===== config.mk =====
export PLATFORM = sky130hd
export DESIGN_NAME = seq_detector_prog
export DESIGN_NICKNAME = d
export VERILOG_FILES = /design/src/rtl/seq_det_pkg.sv /design/src/rtl/seq_det_sat_counter.sv /design/src/rtl/seq_detector_prog.sv
export SDC_FILE = /design/constraint.sdc
export NUM_CORES = 1
export LEC_CHECK = 0
export ABC_CLOCK_PERIOD_IN_PS = 2500
export CORE_ASPECT_RATIO = 1.2
export CORE_UTILIZATION = 36
export CTS_CLUSTER_DIAMETER = 40
export CTS_CLUSTER_SIZE = 24
export DETAILED_ROUTE_END_ITERATION = 7
export PLACE_DENSITY = 0.65
export SLEW_MARGIN = 10
export SYNTH_ARGS = -nofsm -noshare
export SYNTH_HDL_FRONTEND = slang
export SYNTH_SLANG_ARGS = --single-unit

===== constraint.sdc =====
create_clock -name clk -period 2.5 [get_ports clk]
set_clock_uncertainty 0.15 [all_clocks]
set_input_delay 0.25 -clock clk [delete_from_list [all_inputs] [get_ports clk]]
set_output_delay 0.25 -clock clk [all_outputs]
set_load 0.02 [all_outputs]

===== src/rtl/seq_det_pkg.sv =====
// Shared definitions for the programmable sequence detector: FSM encoding,
// default length-field width and the pattern-length mask helper.
package seq_det_pkg;

  localparam int MAX_LEN_DEF = 8;
  localparam int LEN_W       = $clog2(MAX_LEN_DEF + 1);

  typedef logic [0:0] state_t;
  localparam state_t IDLE  = 1'b0;
  localparam state_t ARMED = 1'b1;

  // Mask with the lowest len bits set; width covers the largest legal MAX_LEN.
  function automatic logic [31:0] len_mask(input logic [31:0] len);
    logic [31:0] m;
    m = 32'd0;
    for (int unsigned i = 32'd0; i < 32'd32; i++) begin
      m[i] = (i < len) ? 1'b1 : 1'b0;
    end
    return m;
  endfunction

endpackage


===== src/rtl/seq_det_sat_counter.sv =====
// Saturating event counter; a clear coinciding with an increment yields 1.
module seq_det_sat_counter #(
  parameter int CNT_W = 8
) (
  input  logic             clk,
  input  logic             reset,
  input  logic             inc,
  input  logic             clr,
  output logic [CNT_W-1:0] count
);

  localparam logic [CNT_W-1:0] CNT_MAX = {CNT_W{1'b1}};

  logic [CNT_W-1:0] count_r;

  // Counter register with clear/increment priority and saturation.
  always_ff @(posedge clk or posedge reset) begin
    if (reset) begin
      count_r <= {CNT_W{1'b0}};
    end else if (inc && clr) begin
      count_r <= CNT_W'(1);
    end else if (clr) begin
      count_r <= {CNT_W{1'b0}};
    end else if (inc && (count_r != CNT_MAX)) begin
      count_r <= count_r + CNT_W'(1);
    end else begin
      count_r <= count_r;
    end
  end

  assign count = count_r;

endmodule


===== src/rtl/seq_detector_prog.sv =====
// Programmable serial pattern detector: runtime-loaded pattern/length/overlap,
// registered match pulse and saturating match counter.
module seq_detector_prog
  import seq_det_pkg::*;
#(
  parameter int MAX_LEN = 8,
  parameter int CNT_W   = 8,
  parameter int LEN_W   = $clog2(MAX_LEN + 1)
) (
  input  logic               clk,
  input  logic               reset,
  input  logic               cfg_we,
  input  logic [MAX_LEN-1:0] cfg_pattern,
  input  logic [LEN_W-1:0]   cfg_len,
  input  logic               cfg_overlap,
  output logic               cfg_err,
  input  logic               enable,
  input  logic               in_valid,
  input  logic               in_bit,
  output logic               armed,
  output logic               match,
  output logic [CNT_W-1:0]   match_count,
  input  logic               count_clr
);

  localparam logic [LEN_W-1:0] LEN_MAX = LEN_W'(MAX_LEN);

  state_t             state_r;
  logic [MAX_LEN-1:0] pattern_r;
  logic [LEN_W-1:0]   len_r;
  logic               overlap_r;
  logic [MAX_LEN-1:0] hist_r;
  logic [LEN_W-1:0]   fill_r;
  logic               match_r;
  logic               cfg_err_r;

  logic               cfg_len_ok_s;
  logic               cfg_accept_s;
  logic [MAX_LEN-1:0] hist_n_s;
  logic [LEN_W-1:0]   fill_n_s;
  logic [31:0]        mask_s;
  logic               hit_s;

  // Next-history, fill and hit evaluation for the current input bit.
  always_comb begin
    cfg_len_ok_s = (cfg_len != {LEN_W{1'b0}}) && (cfg_len <= LEN_MAX);
    cfg_accept_s = cfg_we && (state_r == IDLE) && cfg_len_ok_s;
    hist_n_s     = {hist_r[MAX_LEN-2:0], in_bit};
    if (fill_r >= LEN_MAX) begin
      fill_n_s = fill_r;
    end else begin
      fill_n_s = fill_r + LEN_W'(1);
    end
    mask_s = len_mask(32'(len_r));
    // Compare in the 32-bit domain so the full mask is consumed for any MAX_LEN.
    hit_s  = (state_r == ARMED) && in_valid && (fill_n_s >= len_r) &&
             ((32'(hist_n_s) & mask_s) == (32'(pattern_r) & mask_s));
  end

  // Config, FSM, history and match registers.
  always_ff @(posedge clk or posedge reset) begin
    if (reset) begin
      state_r   <= IDLE;
      pattern_r <= {MAX_LEN{1'b0}};
      len_r     <= LEN_W'(1);
      overlap_r <= 1'b0;
      hist_r    <= {MAX_LEN{1'b0}};
      fill_r    <= {LEN_W{1'b0}};
      match_r   <= 1'b0;
      cfg_err_r <= 1'b0;
    end else begin
      cfg_err_r <= cfg_we && !cfg_accept_s;
      if (cfg_accept_s) begin
        pattern_r <= cfg_pattern;
        len_r     <= cfg_len;
        overlap_r <= cfg_overlap;
      end
      match_r <= hit_s;
      case (state_r)
        IDLE: begin
          if (enable) begin
            state_r <= ARMED;
            hist_r  <= {MAX_LEN{1'b0}};
            fill_r  <= {LEN_W{1'b0}};
          end
        end
        ARMED: begin
          if (!enable) begin
            state_r <= IDLE;
          end
          // A non-overlapping hit only clears fill; stale history is then gated off.
          if (in_valid) begin
            hist_r <= hist_n_s;
            fill_r <= (hit_s && !overlap_r) ? {LEN_W{1'b0}} : fill_n_s;
          end
        end
        default: begin
          state_r <= IDLE;
        end
      endcase
    end
  end

  seq_det_sat_counter #(
    .CNT_W (CNT_W)
  ) u_counter (
    .clk   (clk),
    .reset (reset),
    .inc   (hit_s),
    .clr   (count_clr),
    .count (match_count)
  );

  assign armed   = (state_r == ARMED);
  assign match   = match_r;
  assign cfg_err = cfg_err_r;

endmodule

==> impl_results.md <==
- Final Max Slew Viols: 0
- CTS tree: built
- Reg clk slew, reported paths: 0.07 ns
- Starting Density: 0.3858
- Design area: 0.002541 mm²
- CTS H-tree depth: 2
- Largest net degree at the start of global routing: 36
- Final Util: 0.5412
- Hold Crit Class: input pin to async pin
- Synthesized area: 0.001812 mm²
- WL final: 4298 µm
- Avg WL per Cell: 15.63 µm
- I/O pin count: 31
- Placed cell area: 0.002281 mm²
- CP arrival: 2.52 ns
- Antenna cell count: 0
- Max Freq: 407.0 MHz
- Ys async rst share: 1.000
- Sink Count: 35
- Row count: 27
- Synth Register Bits: 35
- Slew Limit Headroom: 0.4113
- Die W: 66.76 µm
- Gr usage total: 0.1701
- Critical Path RT: 2.56 ns
- Clk root buf: clkbuf_8
- Setup ws final: 0.04271 ns
- Via count: 1481
- Crit-path max FO: 5
- Clk_lat worst skew: 0.29 ns
- Post-synth EDFFs: 0
- CP Launch Type: flip-flop
- Via-per-instance ratio: 5.385
- Actual slew at the worst max-slew pin: 0.8831 ns
- Global-route wire length before repair: 6720 µm
- Die area: 0.005321 mm²
- Yosys warns: 0
- Core area: 0.004696 mm²
- RSZ-0062 raised after global routing: yes
- Sequential area share after synthesis: 0.4841
- Synth Flop Type: dfrtp_1
- Final hold violation count: 0
- Synthesized area per cell: 11.11 µm²
- Post-layout min period: 2.457 ns
- First-pass DRT Iterations: 4
- Hold buffer count at CTS: 0
- Syn-to-layout area delta: 40.26%
- Filler Cell Count: 401
- TritonCTS buffer count: 5
- CP Class: flip-flop to flip-flop
- Count of different cell masters after synthesis: 38
- Layout cell share with drive strength beyond 1: 0.2811
- Final Cycle Share: 0.9829
- DRT iter0 DRCs: 70
- Post-DRT Antenna Nets: 0
- Detailed Place HPWL: 2896 µm
- Placed cells: 258
- Setup crit end kind: flip-flop
- Remaining routing DRC violations: 0
- Post-Syn Nets: 190
- Outcome: finished, final reports clean
- Remaining Overflow, GRT: 0
- Fin nets: 243
- Most common cell after layout, fill and taps aside: dfrtp_1
- Layout Cells excl Fill: 275
- Die height: 79.71 µm
- Clock Path Buffers: 2
- Leakage: 1.124 nW
- Tot Pwr: 1.777 mW
- Vias in the first global route: 1497
- Most frequent cells in the layout: dfrtp_1, clkdlybuf4s50_1, buf_4
- IO Port Bufs: 30
- Worst slack, placed: -0.06985 ns
- Number of max-capacitance violations reported: 0
- GPL Wtd Cong: 0.8300
- Syn Inst Count: 163
- Antenna violations before repair: 0
- Final Setup Violations: 0
- VDD IR max: 0.0003936 V
- Pwr dens: 699.5 mW/mm²
## registers in the layout, summed over array words and instances (netlist names)
signal	count
armed	1
len_r	4
overlap_r	1
fill_r	4
pattern_r	8
u_counter.count	8
match	1
hist_r	7
cfg_err	1
## synthesized netlist by cell type (2+ instances only)
| cell | instances | area (µm²) |
|---|---|---|
| a21oi_1 | 3 | 15.01 |
| nor2_1 | 7 | 26.28 |
| clkbuf_1 | 5 | 18.77 |
| nand2_1 | 8 | 30.03 |
| xor2_1 | 7 | 61.31 |
| a22o_1 | 7 | 61.31 |
| and3_1 | 6 | 37.54 |
| nand3_1 | 2 | 10.01 |
| a32o_1 | 4 | 40.04 |
| nor3_1 | 6 | 30.03 |
| dfrtp_1 | 34 | 850.8 |
| or4_1 | 2 | 15.01 |
| nand4_1 | 3 | 18.77 |
| a211oi_1 | 2 | 15.01 |
| o21ai_0 | 6 | 30.03 |
| o31ai_1 | 3 | 22.52 |
| a31o_2 | 2 | 17.52 |
| xnor2_1 | 4 | 35.03 |
| mux2_2 | 15 | 168.9 |
| ha_1 | 7 | 87.58 |
| nand2b_1 | 2 | 12.51 |
| nor2b_1 | 5 | 31.28 |
| inv_1 | 8 | 30.03 |
## path summary, 6_finish.rpt
kind | from | to | slack, ns | cells past startpoint
max | len_r[3] | u_counter.count[7] | 0.04 | 6
min | reset | pattern_r[1] | 0.21 | 3
max reg2reg | len_r[3] | u_counter.count[7] | 0.04 | 6
min reg2reg | hist_r[6] | hist_r[6] | 0.38 | 1
max in group asynchronous | reset | len_r[0] | 1.65 | 3
min in group clk | enable | armed | 0.29 | 1
## routing by layer
metal | share of wire | track usage | up-vias
met1 | 0.45 | 0.2185 | 726
met4 | 0.0079 | 0.05745 | 0
met5 | 0 | 0 | -
met2 | 0.50 | 0.2697 | 39
met3 | 0.044 | 0.05000 | 4
li1 | - | - | 712
## metrics by stage
stage / setup TNS, ns / hold slack, ns
6_report: 0 / 0.2053
5_1_grt: -0.1614 / 0.2409
4_1_cts: 0 / 0.2273
3_5_place_dp: -0.2865 / 0.3666
3_3_place_gp: -0.06278 / 0.3599
2_1_floorplan: 0 / 0.1314
## timing repair
action | CTS | global route
gates resized for setup | 0 | 13
setup endpoints to repair | 8 | 12
setup buffers | 3 | 4
pin swaps | 2 | 8
gates cloned | 1 | 1
## report_power, final
group / total, mW / internal, mW / switching (mW) / leakage [nW]
clock network: 0.523 / 0.322 / 0.201 / 0.0612
registers: 0.690 / 0.635 / 0.0552 / 0.452
logic: 0.564 / 0.302 / 0.262 / 0.611
total: 1.78 / 1.26 / 0.518 / 1.12
## area by class of cell
cell class / count / area [µm²] / area share
repair buffers: 50 / 462.9 / 0.1822
inverters: 8 / 30.03 / 0.01182
flip-flops and latches: 35 / 877.1 / 0.3451
multi-input cells: 116 / 980.9 / 0.3860
clock buffers: 6 / 82.58 / 0.03250
clock inverters: 2 / 35.03 / 0.01379
well taps: 58 / 72.57 / 0.02856
## cells by family after synthesis
group                    count (synthesis)  share of synthesized area
adder cells (fa/ha/maj)                  7                    0.04834
XOR/XNOR                                11                    0.05318
flip-flops                              35                     0.4841
AO/OA/AOI/OAI                           36                     0.1582
multiplexers                            15                    0.09323
AND/OR/NAND/NOR                         45                     0.1340
buffers and inverters                   14                    0.02901
## critical path, cell delays in order, from the launching register on
cell      delay (ns)
dfrtp_1         0.42
or4_1           0.53
a222oi_1        0.31
buf_4           0.20
o211ai_4        0.11
or4_4           0.54
a21oi_2         0.13
(Power assumes the default switching activity.)
